## config.mk

```make
export PLATFORM = sky130hd
export DESIGN_NAME = if_fetch_gen
export DESIGN_NICKNAME = d
export VERILOG_FILES = /design/src/rtl/if_fetch_gen.sv
export SDC_FILE = /design/constraint.sdc
export NUM_CORES = 1
export LEC_CHECK = 0
export BUFFER_PORTS_ARGS = -buffer_cell sky130_fd_sc_hd__buf_2
export CORE_MARGIN = 3
export CORE_UTILIZATION = 25
export DETAILED_ROUTE_END_ITERATION = 10
export PLACE_DENSITY = 0.46
export SLEW_MARGIN = 20
export SYNTH_ARGS = -nofsm -noshare
export SYNTH_HDL_FRONTEND = slang
export SYNTH_SLANG_ARGS = --single-unit
```

## constraint.sdc

```tcl
create_clock -name clk -period 4 [get_ports clk]
set_input_delay 0.2 -clock clk [delete_from_list [all_inputs] [get_ports clk]]
set_output_delay 0.2 -clock clk [all_outputs]
set_load 0.05 [all_outputs]
```

## src/rtl/if_fetch_gen.sv

```systemverilog
// Instruction-fetch PC generator: aligned group fetch, held redirects and
// delay-slot sequencing between the BPU, I-cache and EX/CP0 redirect sources.
module if_fetch_gen #(
  parameter int unsigned      ADDR_W       = 32,
  parameter int unsigned      FETCH_W      = 4,
  parameter logic [ADDR_W-1:0] RESET_VECTOR = 32'hBFC0_0000
) (
  input  logic                      clk,
  input  logic                      rst_,
  input  logic                      exc_flush_all,
  input  logic [ADDR_W-1:0]         cp0_if_excaddr,
  input  logic                      ex_bp_error,
  input  logic [ADDR_W-1:0]         ex_new_target,
  input  logic                      ex_delot_en,
  input  logic [ADDR_W-1:0]         ex_delot_pc,
  input  logic                      bp_if_en,
  input  logic [ADDR_W-1:0]         bp_if_target,
  input  logic                      bp_if_delot_en,
  input  logic [ADDR_W-1:0]         bp_if_delot_pc,
  input  logic                      icache_allin,
  input  logic                      bp_allin,
  output logic [ADDR_W-1:0]         if_pc,
  output logic                      if_valid_ns,
  output logic [$clog2(FETCH_W):0]  if_word_cnt,
  output logic [1:0]                if_icache_delot_en,
  output logic                      flush_pending,
  output logic                      refetch_flag
);

  localparam int unsigned OFF_W  = $clog2(FETCH_W);
  localparam int unsigned CNT_W  = OFF_W + 1;
  localparam int unsigned GRP_SH = OFF_W + 2;

  typedef enum logic [1:0] {RUN, HOLD, DSLOT_EX, DSLOT_BP} state_t;

  // Words remaining in the aligned group starting at pc.
  function automatic logic [CNT_W-1:0] grp_cnt(input logic [ADDR_W-1:0] pc);
    logic [ADDR_W-1:0] off;
    off = (pc >> 2) & ADDR_W'(FETCH_W - 1);
    return CNT_W'(FETCH_W) - CNT_W'(off);
  endfunction

  function automatic logic [ADDR_W-1:0] seq_pc(input logic [ADDR_W-1:0] pc);
    return ((pc >> GRP_SH) + ADDR_W'(1)) << GRP_SH;
  endfunction

  state_t            state_q, state_d, nstate;
  logic [ADDR_W-1:0] pc_q, pc_d, npc;
  logic [CNT_W-1:0]  cnt_q, cnt_d;
  logic [1:0]        delot_q, delot_d;
  logic              fp_q, fp_d;
  logic              refetch_q, refetch_d;
  logic              valid_q;
  logic [ADDR_W-1:0] pend_pc_q, pend_pc_d;
  logic              pend_ds_q, pend_ds_d;
  logic [ADDR_W-1:0] pend_tgt_q, pend_tgt_d;
  logic              pend_exc_q, pend_exc_d;
  logic [ADDR_W-1:0] dslot_tgt_q, dslot_tgt_d;
  logic              advance;
  logic              mispredict;
  logic              redir;

  assign advance = valid_q & icache_allin & bp_allin;
  // A latched exception must not be displaced by a younger mispredict.
  assign mispredict = ex_bp_error & ~exc_flush_all & ~((state_q == HOLD) & pend_exc_q);

  always_ff @(posedge clk or negedge rst_) begin
    if (!rst_) begin
      state_q     <= RUN;
      pc_q        <= RESET_VECTOR;
      cnt_q       <= grp_cnt(RESET_VECTOR);
      delot_q     <= 2'b00;
      fp_q        <= 1'b0;
      refetch_q   <= 1'b0;
      valid_q     <= 1'b1;
      pend_pc_q   <= '0;
      pend_ds_q   <= 1'b0;
      pend_tgt_q  <= '0;
      pend_exc_q  <= 1'b0;
      dslot_tgt_q <= '0;
    end else begin
      state_q     <= state_d;
      pc_q        <= pc_d;
      cnt_q       <= cnt_d;
      delot_q     <= delot_d;
      fp_q        <= fp_d;
      refetch_q   <= refetch_d;
      valid_q     <= 1'b1;
      pend_pc_q   <= pend_pc_d;
      pend_ds_q   <= pend_ds_d;
      pend_tgt_q  <= pend_tgt_d;
      pend_exc_q  <= pend_exc_d;
      dslot_tgt_q <= dslot_tgt_d;
    end
  end

  always_comb begin
    state_d     = state_q;
    pc_d        = pc_q;
    cnt_d       = cnt_q;
    delot_d     = delot_q;
    fp_d        = fp_q;
    refetch_d   = refetch_q;
    pend_pc_d   = pend_pc_q;
    pend_ds_d   = pend_ds_q;
    pend_tgt_d  = pend_tgt_q;
    pend_exc_d  = pend_exc_q;
    dslot_tgt_d = dslot_tgt_q;
    redir       = 1'b1;
    npc         = seq_pc(pc_q);
    nstate      = RUN;

    if (!advance) begin
      // Stalled: latch EX/CP0 redirects, everything else waits.
      if (exc_flush_all) begin
        state_d    = HOLD;
        fp_d       = 1'b1;
        delot_d    = 2'b00;
        pend_pc_d  = cp0_if_excaddr;
        pend_ds_d  = 1'b0;
        pend_exc_d = 1'b1;
      end else if (mispredict) begin
        state_d    = HOLD;
        fp_d       = 1'b1;
        delot_d    = 2'b00;
        pend_pc_d  = ex_delot_en ? ex_delot_pc : ex_new_target;
        pend_ds_d  = ex_delot_en;
        pend_tgt_d = ex_new_target;
        pend_exc_d = 1'b0;
      end
    end else begin
      if (exc_flush_all) begin
        npc = cp0_if_excaddr;
      end else if (mispredict) begin
        if (ex_delot_en) begin
          npc         = ex_delot_pc;
          nstate      = DSLOT_EX;
          dslot_tgt_d = ex_new_target;
        end else begin
          npc = ex_new_target;
        end
      end else begin
        case (state_q)
          HOLD: begin
            npc = pend_pc_q;
            if (pend_ds_q) begin
              nstate      = DSLOT_EX;
              dslot_tgt_d = pend_tgt_q;
            end
          end
          DSLOT_EX, DSLOT_BP: npc = dslot_tgt_q;
          default: begin
            if (bp_if_delot_en) begin
              npc         = bp_if_delot_pc;
              nstate      = DSLOT_BP;
              dslot_tgt_d = bp_if_target;
            end else if (bp_if_en) begin
              npc = bp_if_target;
            end else begin
              redir = 1'b0;
            end
          end
        endcase
      end

      state_d    = nstate;
      pc_d       = npc;
      cnt_d      = (nstate == RUN) ? grp_cnt(npc) : CNT_W'(1);
      delot_d    = (nstate == DSLOT_EX) ? 2'b10 : (nstate == DSLOT_BP) ? 2'b01 : 2'b00;
      fp_d       = 1'b0;
      pend_ds_d  = 1'b0;
      pend_exc_d = 1'b0;
      refetch_d  = redir & (npc == pc_q) & (npc != '0);
    end
  end

  assign if_pc              = pc_q;
  assign if_valid_ns        = valid_q;
  assign if_word_cnt        = cnt_q;
  assign if_icache_delot_en = delot_q;
  assign flush_pending      = fp_q;
  assign refetch_flag       = refetch_q;

endmodule

```

* Yosys cells after proc, flatten, opt, wreduce, memory -nomap -nowiden *
Index checks and enable logic that the tools add are counted.

cells by class
  bitwise operators = 9
  equal/unequal tests = 9
  reductions and logical operators = 10
  add/subtract/negate cells = 2
  muxes and demuxes = 45

operators by type and width
  operator               number
  $mux 32                12
  $pmux 32 s2            2
  $eq 32x32->1           1
  $reduce_bool 32->1     1
  $add 28x1->28 const B  1
  $mux 2                 13
  $mux 1                 16
  $eq 2x2->1 const B     4
  $and 1x1->1            6
  $reduce_and 6->1       1
  $reduce_bool 3->1      2
  $ne 2x2->1 const B     2
  $pmux 2 s2             1
  $mux 3                 1
  $ne 3x3->1 const B     1
  $not 1->1              3
  $reduce_and 3->1       1
  $reduce_or 3->1        1
  $sub 3x2->3 const A    1
  $eq 2x1->1 const B     1
  $logic_not 2->1        1
  $reduce_and 2->1       1
  $reduce_bool 2->1      1
  $reduce_or 2->1        1

word-level totals
  logic and storage cells = 86
  output and inout bits = 40
  bits of input ports = 169
  register bits after elaboration = 139

* Longest topological paths before layout *
Gate-level depths: netlist of the first run.

  depth in word-level cells = 11
  gate-level depth with buffers = 14
  depth with buffers taken out = 12

* Worst setup path after synthesis of the first run *
No wires, ideal clock.

  kind = register -> register
  from = register state_q[0]
  to = register refetch_q, in the netlist refetch_flag
  required time = 3878 ps
  cell stages (with the launch flop) = 15
  slack = 749 ps
  arrival = 3130 ps
  clock period less this slack = 3251 ps
  setup time = 122 ps
  cell sequence = dfrtp_1 buf_6 or2_4 buf_6 a221o_1 o221ai_1 mux2i_1 o21ai_0 ha_1 nor3b_1 nand4_1 or4b_1 nor4_1 a31oi_1 a32o_1

on the way
  longest elaborated chain between the ends = 10

RTL lines
  what                    RTL line  RTL
  start, declared         47        state_t state_q, state_d, nstate;
  start signal, assigned  82        state_q <= state_d;
  $eq 2x1->1              65, 143
  $and 1x1->1             65        assign mispredict = ex_bp_error & ~exc_flush_all & ~((state_q == HOLD) & pend_exc_q);
  $not 1->1               65
  $and 1x1->1             65
  $mux 32                 134       end else if (mispredict) begin
  $mux 32                 132       if (exc_flush_all) begin
  $mux 32                 113       if (!advance) begin
  $eq 32x32->1            173       refetch_d = redir & (npc == pc_q) & (npc != '0);
  $and 1x1->1             173
  $and 1x1->1 *           173
  end signal, assigned    87        refetch_q <= refetch_d;
  end, declared           52        logic refetch_q, refetch_d;

Every way passes the cells marked *; elsewhere a longest branch is shown, timed or not. The select of a mux whose other input is x is not followed.
A chain may end at the register's enable or synchronous reset.

* Worst setup path in the final report of the first run *
Ends and elaborated chain as after synthesis.

==> results.txt, run 1 <==
Fin Clk Skew -> 0.01958 ns
TritonCTS clock tree -> built
vias -> 10489
setup repair after global routing missed its margin -> no
antenna-violating nets left -> 0
met3 GRT Util -> 4.868%
Routability Congestion -> 0.9952
post-route minimum period -> 3.574 ns
crit path to -> refetch_flag
met2 Resource Use GR -> 33.73%
worst r2r path cells -> 12
CP endpoint kind -> flip-flop
Final nets -> 1549
most common cell after layout, fill and taps aside -> nand2_1
design area -> 12120 um2
Global Route Usage Sum -> 23.17%
Root Buffer -> clkbuf_16
Slew Viols, Final -> 0
syn_nets -> 1369
Internal Power -> 0.003468 W
flops & latches, synth -> 139
cells after synthesis -> 1198
Final Cycle Share -> 89.35%
cts bufs inserted -> 17
Vias per Instance -> 5.515
synthesized area -> 9721 um2
grt ovf -> 0
Crit Reg-Reg Startpoint -> state_q[0]
number of synthesized flops with an enable pin -> 0
synthesized area per cell -> 8.114 um2
total power -> 0.005768 W
post-route setup slack -> 0.4259 ns
first-pass GRT wire length -> 70380 um
drt initial violations -> 1337
CTS Buffer Depth -> 2
total clock sinks -> 139
die area -> 41280 um2
Sw Share -> 39.87%
# DRC -> 0
Die Ht -> 203.2 um
Pre-antenna DRT Iters -> 6
I/O Buffers -> 207
Final setup viols -> 0
row count -> 71
headroom to the max-slew limit -> 28.29%
GR Util met1 -> 34.66%
Seq pwr share -> 36.1%
Crit path required time -> 4.34 ns
Place WS -> 0.4820 ns
largest net degree at the start of global routing -> 84
switching power -> 0.002300 W
placed cell area -> 11370 um2
register area share after synthesis -> 35.91%
# IOs -> 209
largest family of logic cells by synthesized area -> compound AO/OA/AOI/OAI gates
ys flop type -> dfrtp_1
Yosys warning total -> 0
post-CTS setup buffer count -> 0
Routed wire per std cell -> 25.84 um
Post-Route WL -> 49150 um
Critical path origin -> state_q[0]
XOR/XNOR Fraction of Synth Area -> 3.154%
Distinct cells, synth -> 84
status -> finished clean
most frequent cells in the layout -> nand2_1, buf_2, dfrtp_1, a21oi_1, o21ai_0
# diodes -> 0
initial antenna violation count -> 0
critical path arrival -> 3.91 ns
sum of negative setup slack -> 0 ns
Crit Path Category -> flip-flop to flip-flop
Core Area -> 38020 um2
clk_lat worst skew -> 0.46 ns
max-cap violations -> 0
area grow syn2layout -> 24.67%
Critical Path Source Type -> flip-flop
CTS H-Tree Depth -> 4
share of layout cells above drive strength 1 -> 26.60%
Leak -> 5.223 nW
Post-Synth Adder-Cell Area -> 0.2574%
crit path max fanout -> 13
mux share of post-synthesis cell area -> 8.276%
clock share of power -> 31.7%
DP Wirelength -> 37850 um
hold_ws -> 0.02226 ns
Synth Area in Compound Gates -> 27.12%
busiest grt layer -> met1
Die Span X -> 203.2 um
Synth Area in Simple Gates -> 19.95%
worst vdd ir -> 0.0002917 V
vias in the first global route -> 9844
PD cells -> 475.9 nW/um2
Worst-path clk slew -> 0.07 ns
initial core utilization -> 25.57%
reg2reg end -> refetch_flag
combinational power share -> 32.1%
final-report hold violation count -> 0
Fmax achieved -> 279.8 MHz
Worst-Margin Slew -> 1.076 ns
asr flop ratio synth -> 100.0%
worst min path class -> primary input to flip-flop
worst reg2reg setup slack -> 0.43 ns
worst min-delay path by stage:
stage               cells past startpoint  slack, ns        endpoint              start
floorplan                               0       -0.1  dslot_tgt_q[0]               rst_
global placement                        1       0.35        if_pc[5]               rst_
detailed placement                      1       0.35        if_pc[5]               rst_
CTS                                     2     0.0008  pend_tgt_q[30]  ex_new_target[30]
global route                            2      0.006  pend_tgt_q[19]  ex_new_target[19]
finish                                  2       0.02  pend_tgt_q[30]  ex_new_target[30]
kinds of logic after synthesis:
kind of cell / after synthesis
xor+xnor: 35
mux: 75
compound gates: 412
other cells: 1
fa+ha+maj: 2
buf+inv: 121
flops: 139
simple gates: 413
what timing repair did:
| item | in CTS | in global routing |
|---|---|---|
| hold buffers | 9 | 0 |
| resized for setup | 0 | 0 |
| endpoints found under the hold margin | 80 | 0 |
metal layers:
metal / wire length (um) / part of all wire [%] / vias to the layer above
li1: - / - / 4756
met1: 23040 / 47 / 5151
met2: 21070 / 43 / 523
met3: 3867 / 7.9 / 59
met4: 1179 / 2.4 / 0
met5: 0 / 0 / -
power by group through the flow:
stage          Sequential (W)  Clock [W]  Combinational, W
2_1_floorplan         0.00214          0          0.000997
3_3_place_gp          0.00209          0           0.00182
3_5_place_dp          0.00210          0           0.00182
4_1_cts               0.00207    0.00187           0.00184
5_1_grt               0.00212    0.00192           0.00199
6_report              0.00208    0.00183           0.00185
critical path, cell delays in order (launching register included):
cell	delay (ns)
dfrtp_1	0.50
or2_4	0.37
a221o_1	0.29
o221ai_1	0.12
mux2i_1	0.12
o21ai_0	0.32
ha_1	0.24
nor3b_1	0.20
nand4_1	0.11
or4b_1	0.56
nor4_1	0.30
a31oi_1	0.12
a32o_1	0.22
state kept, by name, indices dropped and copies added (netlist names):
name / cells
flush_pending: 1
pend_exc_q: 1
pend_tgt_q: 32
if_word_cnt: 3
if_pc: 32
refetch_flag: 1
state_q: 2
if_icache_delot_en: 2
dslot_tgt_q: 32
pend_pc_q: 32
pend_ds_q: 1
cells in the mapped netlist (all sizes together), types with 12 or more instances:
master | number | area, um2
a211oi | 14 | 105.1
a21oi | 117 | 589.3
xor2 | 12 | 105.1
o22ai | 27 | 168.9
a221oi | 15 | 137.6
buf | 42 | 214.0
a31oi | 12 | 90.09
o21ai | 118 | 590.6
mux2 | 43 | 484.2
clkbuf | 60 | 229.0
nor2b | 13 | 81.33
nand3 | 19 | 100.1
mux2i | 32 | 320.3
xnor2 | 23 | 201.4
inv | 19 | 71.32
nand4 | 16 | 106.4
nor3 | 26 | 141.4
nor2 | 49 | 186.4
dfrtp | 129 | 3228
nand2 | 223 | 839.6
per-stage QoR:
step                      utilization, %  instances
after global routing               31.87       1902
after CTS                          31.87       1902
after global placement             29.92       1861
after floorplan                        -       1198
final                              31.87       1902
after detailed placement           29.92       1861
final cells by class:
type / instances / area, um2
Clock buffer: 19 / 452.9
Clock inverter: 13 / 201.4
Fill cell: 4145 / 25900
Inverter: 19 / 71.32
Multi-Input combinational cell: 938 / 5728
Sequential cell: 139 / 3491
Tap cell: 511 / 639.4
Timing Repair Buffer: 263 / 1535
No activity file was read; power rests on OpenSTA's default activity.
==> run 2: changes to the inputs <==
==> constraint.sdc (replaced) <==
create_clock -name clk -period 4 [get_ports clk]
set_input_delay 1 -clock clk [delete_from_list [all_inputs] [get_ports clk]]
set_output_delay 1 -clock clk [all_outputs]
set_load 0.05 [all_outputs]
==> results.txt, run 2 (synthesis gave the netlist of run 1 again) <==
Global Route Usage Sum -> 22.99% (-0.17 points)
Fmax achieved -> 280.4 MHz (+0.24%)
largest net degree at the start of global routing -> 65 (-23%)
first-pass GRT wire length -> 69950 um (-0.62%)
Crit path required time -> 4.38 ns (+0.04 ns)
crit path max fanout -> 23 (+10)
met2 WL -> 20370 um (-3.3%)
CTS H-Tree Depth -> 4 (unchanged)
Post-Route WL -> 48570 um (-1.2%)
post-route minimum period -> 3.566 ns (-0.008399 ns)
# DRC -> 0 (unchanged)
drt initial violations -> 1203 (-10%)
Fin Clk Skew -> 0.01848 ns (-0.001100 ns)
setup repair after global routing missed its margin -> no
# diodes -> 0 (unchanged)
final-report hold violation count -> 0 (unchanged)
area grow syn2layout -> 25.33%
# IOs -> 209 (unchanged)
post-CTS setup buffer count -> 0 (unchanged)
FF+latch area -> 3491 um2 (unchanged)
Final Cycle Share -> 89.14% (-0.21 points)
critical path arrival -> 3.94 ns (+0.03 ns)
placed cell area -> 11600 um2 (+2.0%)
status -> finished clean
die area -> 41280 um2 (unchanged)
Routability Congestion -> 0.9616 (-3.4%)
post-CTS sizing -> 0 (unchanged)
Leak -> 5.292 nW (+1.3%)
most frequent cells in the layout -> nand2_1, buf_2, dfrtp_1, a21oi_1, o21ai_0
Slew Viols, Final -> 0 (unchanged)
grt ovf -> 0 (unchanged)
Root Buffer -> clkbuf_16
dpl cells -> 1890 (+1.6%)
share of layout cells above drive strength 1 -> 28.14% (+1.5 points)
initial core utilization -> 25.57% (unchanged)
Crit Path Category -> flip-flop to flip-flop
I/O Buffers -> 207 (unchanged)
Vias per Instance -> 5.386 (-2.3%)
Worst-path clk slew -> 0.07 ns (about the same)
worst vdd ir -> 0.0002925 V (+0.28%)
vias in the first global route -> 10047 (+2.1%)
headroom to the max-slew limit -> 34.27% (+6.0 points)
fill cell count -> 4188 (+1.0%)
DP Wirelength -> 38560 um (+1.9%)
sum of negative setup slack -> 0 ns (unchanged)
clk_lat worst skew -> 0.45 ns (about the same)
hold-fix buffers at CTS -> 0 (-9)
metal3 WL -> 3630 um (-6.1%)
Worst-Margin Slew -> 0.9823 ns (-0.09327 ns)
cts bufs inserted -> 17 (unchanged)
Pre-antenna DRT Iters -> 5 (-1)
initial antenna violation count -> 0 (unchanged)
top layer in use -> met4
fin cells -> 1922 (+1.1%)
CP endpoint kind -> flip-flop
Final nets -> 1569 (+1.3%)
TritonCTS clock tree -> built
max-cap violations -> 0 (unchanged)
Die Span X -> 203.2 um (unchanged)
area of the multi-input gates -> 5728 um2 (unchanged)
PD cells -> 457.4 nW/um2 (-3.9%)
total clock sinks -> 139 (unchanged)
worst min path class -> flip-flop to flip-flop
row count -> 71 (unchanged)
antenna-violating nets left -> 0 (unchanged)
Core Area -> 38020 um2 (unchanged)
design area -> 12180 um2 (+0.53%)
Die Ht -> 203.2 um (unchanged)
Final setup viols -> 0 (unchanged)
Critical Path Source Type -> flip-flop
Routed wire per std cell -> 25.27 um (-2.2%)
total power -> 0.005573 W (-3.4%)
CTS Buffer Depth -> 2 (unchanged)
met1 WL -> 23150 um (+0.48%)
vias -> 10352 (-1.3%)
most common cell after layout, fill and taps aside -> nand2_1
[run 2: report_power, final]
group          switching, W  leakage (nW)  internal (W)
clock              0.000689         0.279      0.000923
sequential         0.000329          1.69       0.00173
combinational       0.00123          3.32      0.000677
total               0.00224          5.29       0.00333
[run 2: path summary, 6_finish.rpt]
check | slack (ns) | end | startpoint | cells past startpoint
min | 0.48 | pend_pc_q[24] | pend_pc_q[24] | 2
min in group asynchronous | 0.50 | if_pc[1] | rst_ | 1
max in group asynchronous | 2.68 | pend_tgt_q[7] | rst_ | 2
max | 0.43 | refetch_flag | state_q[0] | 10
max reg2reg | 0.43 | refetch_flag | state_q[0] | 10
min reg2reg | 0.48 | pend_pc_q[24] | pend_pc_q[24] | 2
[run 2: final cells by class]
class                      instances  share of cell area [%]
multi-input combinational        938                   47.02
sequential                       139                   28.65
inverter                          19                  0.5854
tap                              511                   5.248
clock buffer                      19                   3.553
clock inverter                    13                   1.191
timing repair buffer             283                   13.75
[run 2: stage by stage]
step / utilization [%] / setup slack [ns] / hold WS [ns]
6_report: 32.04 / 0.4343 / 0.4787
5_1_grt: 32.04 / 0.2479 / 0.5084
4_1_cts: 32.04 / 0.4706 / 0.4804
3_5_place_dp: 30.52 / 0.1197 / 0.4659
3_3_place_gp: 30.52 / 0.1335 / 0.4567
2_1_floorplan: - / 0.05255 / 0.4413
[run 2: critical path, stage by stage (launching register included)]
cell	delay [ns]
dfrtp_1	0.61
buf_4	0.26
nor2b_2	0.77
buf_4	0.43
a22oi_1	0.14
o21ai_0	0.12
o221a_2	0.29
xnor2_1	0.13
o211ai_1	0.12
nor4_1	0.37
a32o_1	0.22
[run 2: metal layers]
layer	track usage (%)	vias to the layer above
li1	-	4791
met4	7.842	0
met1	33.74	5018
met3	5.315	60
met5	0	-
met2	33.04	483
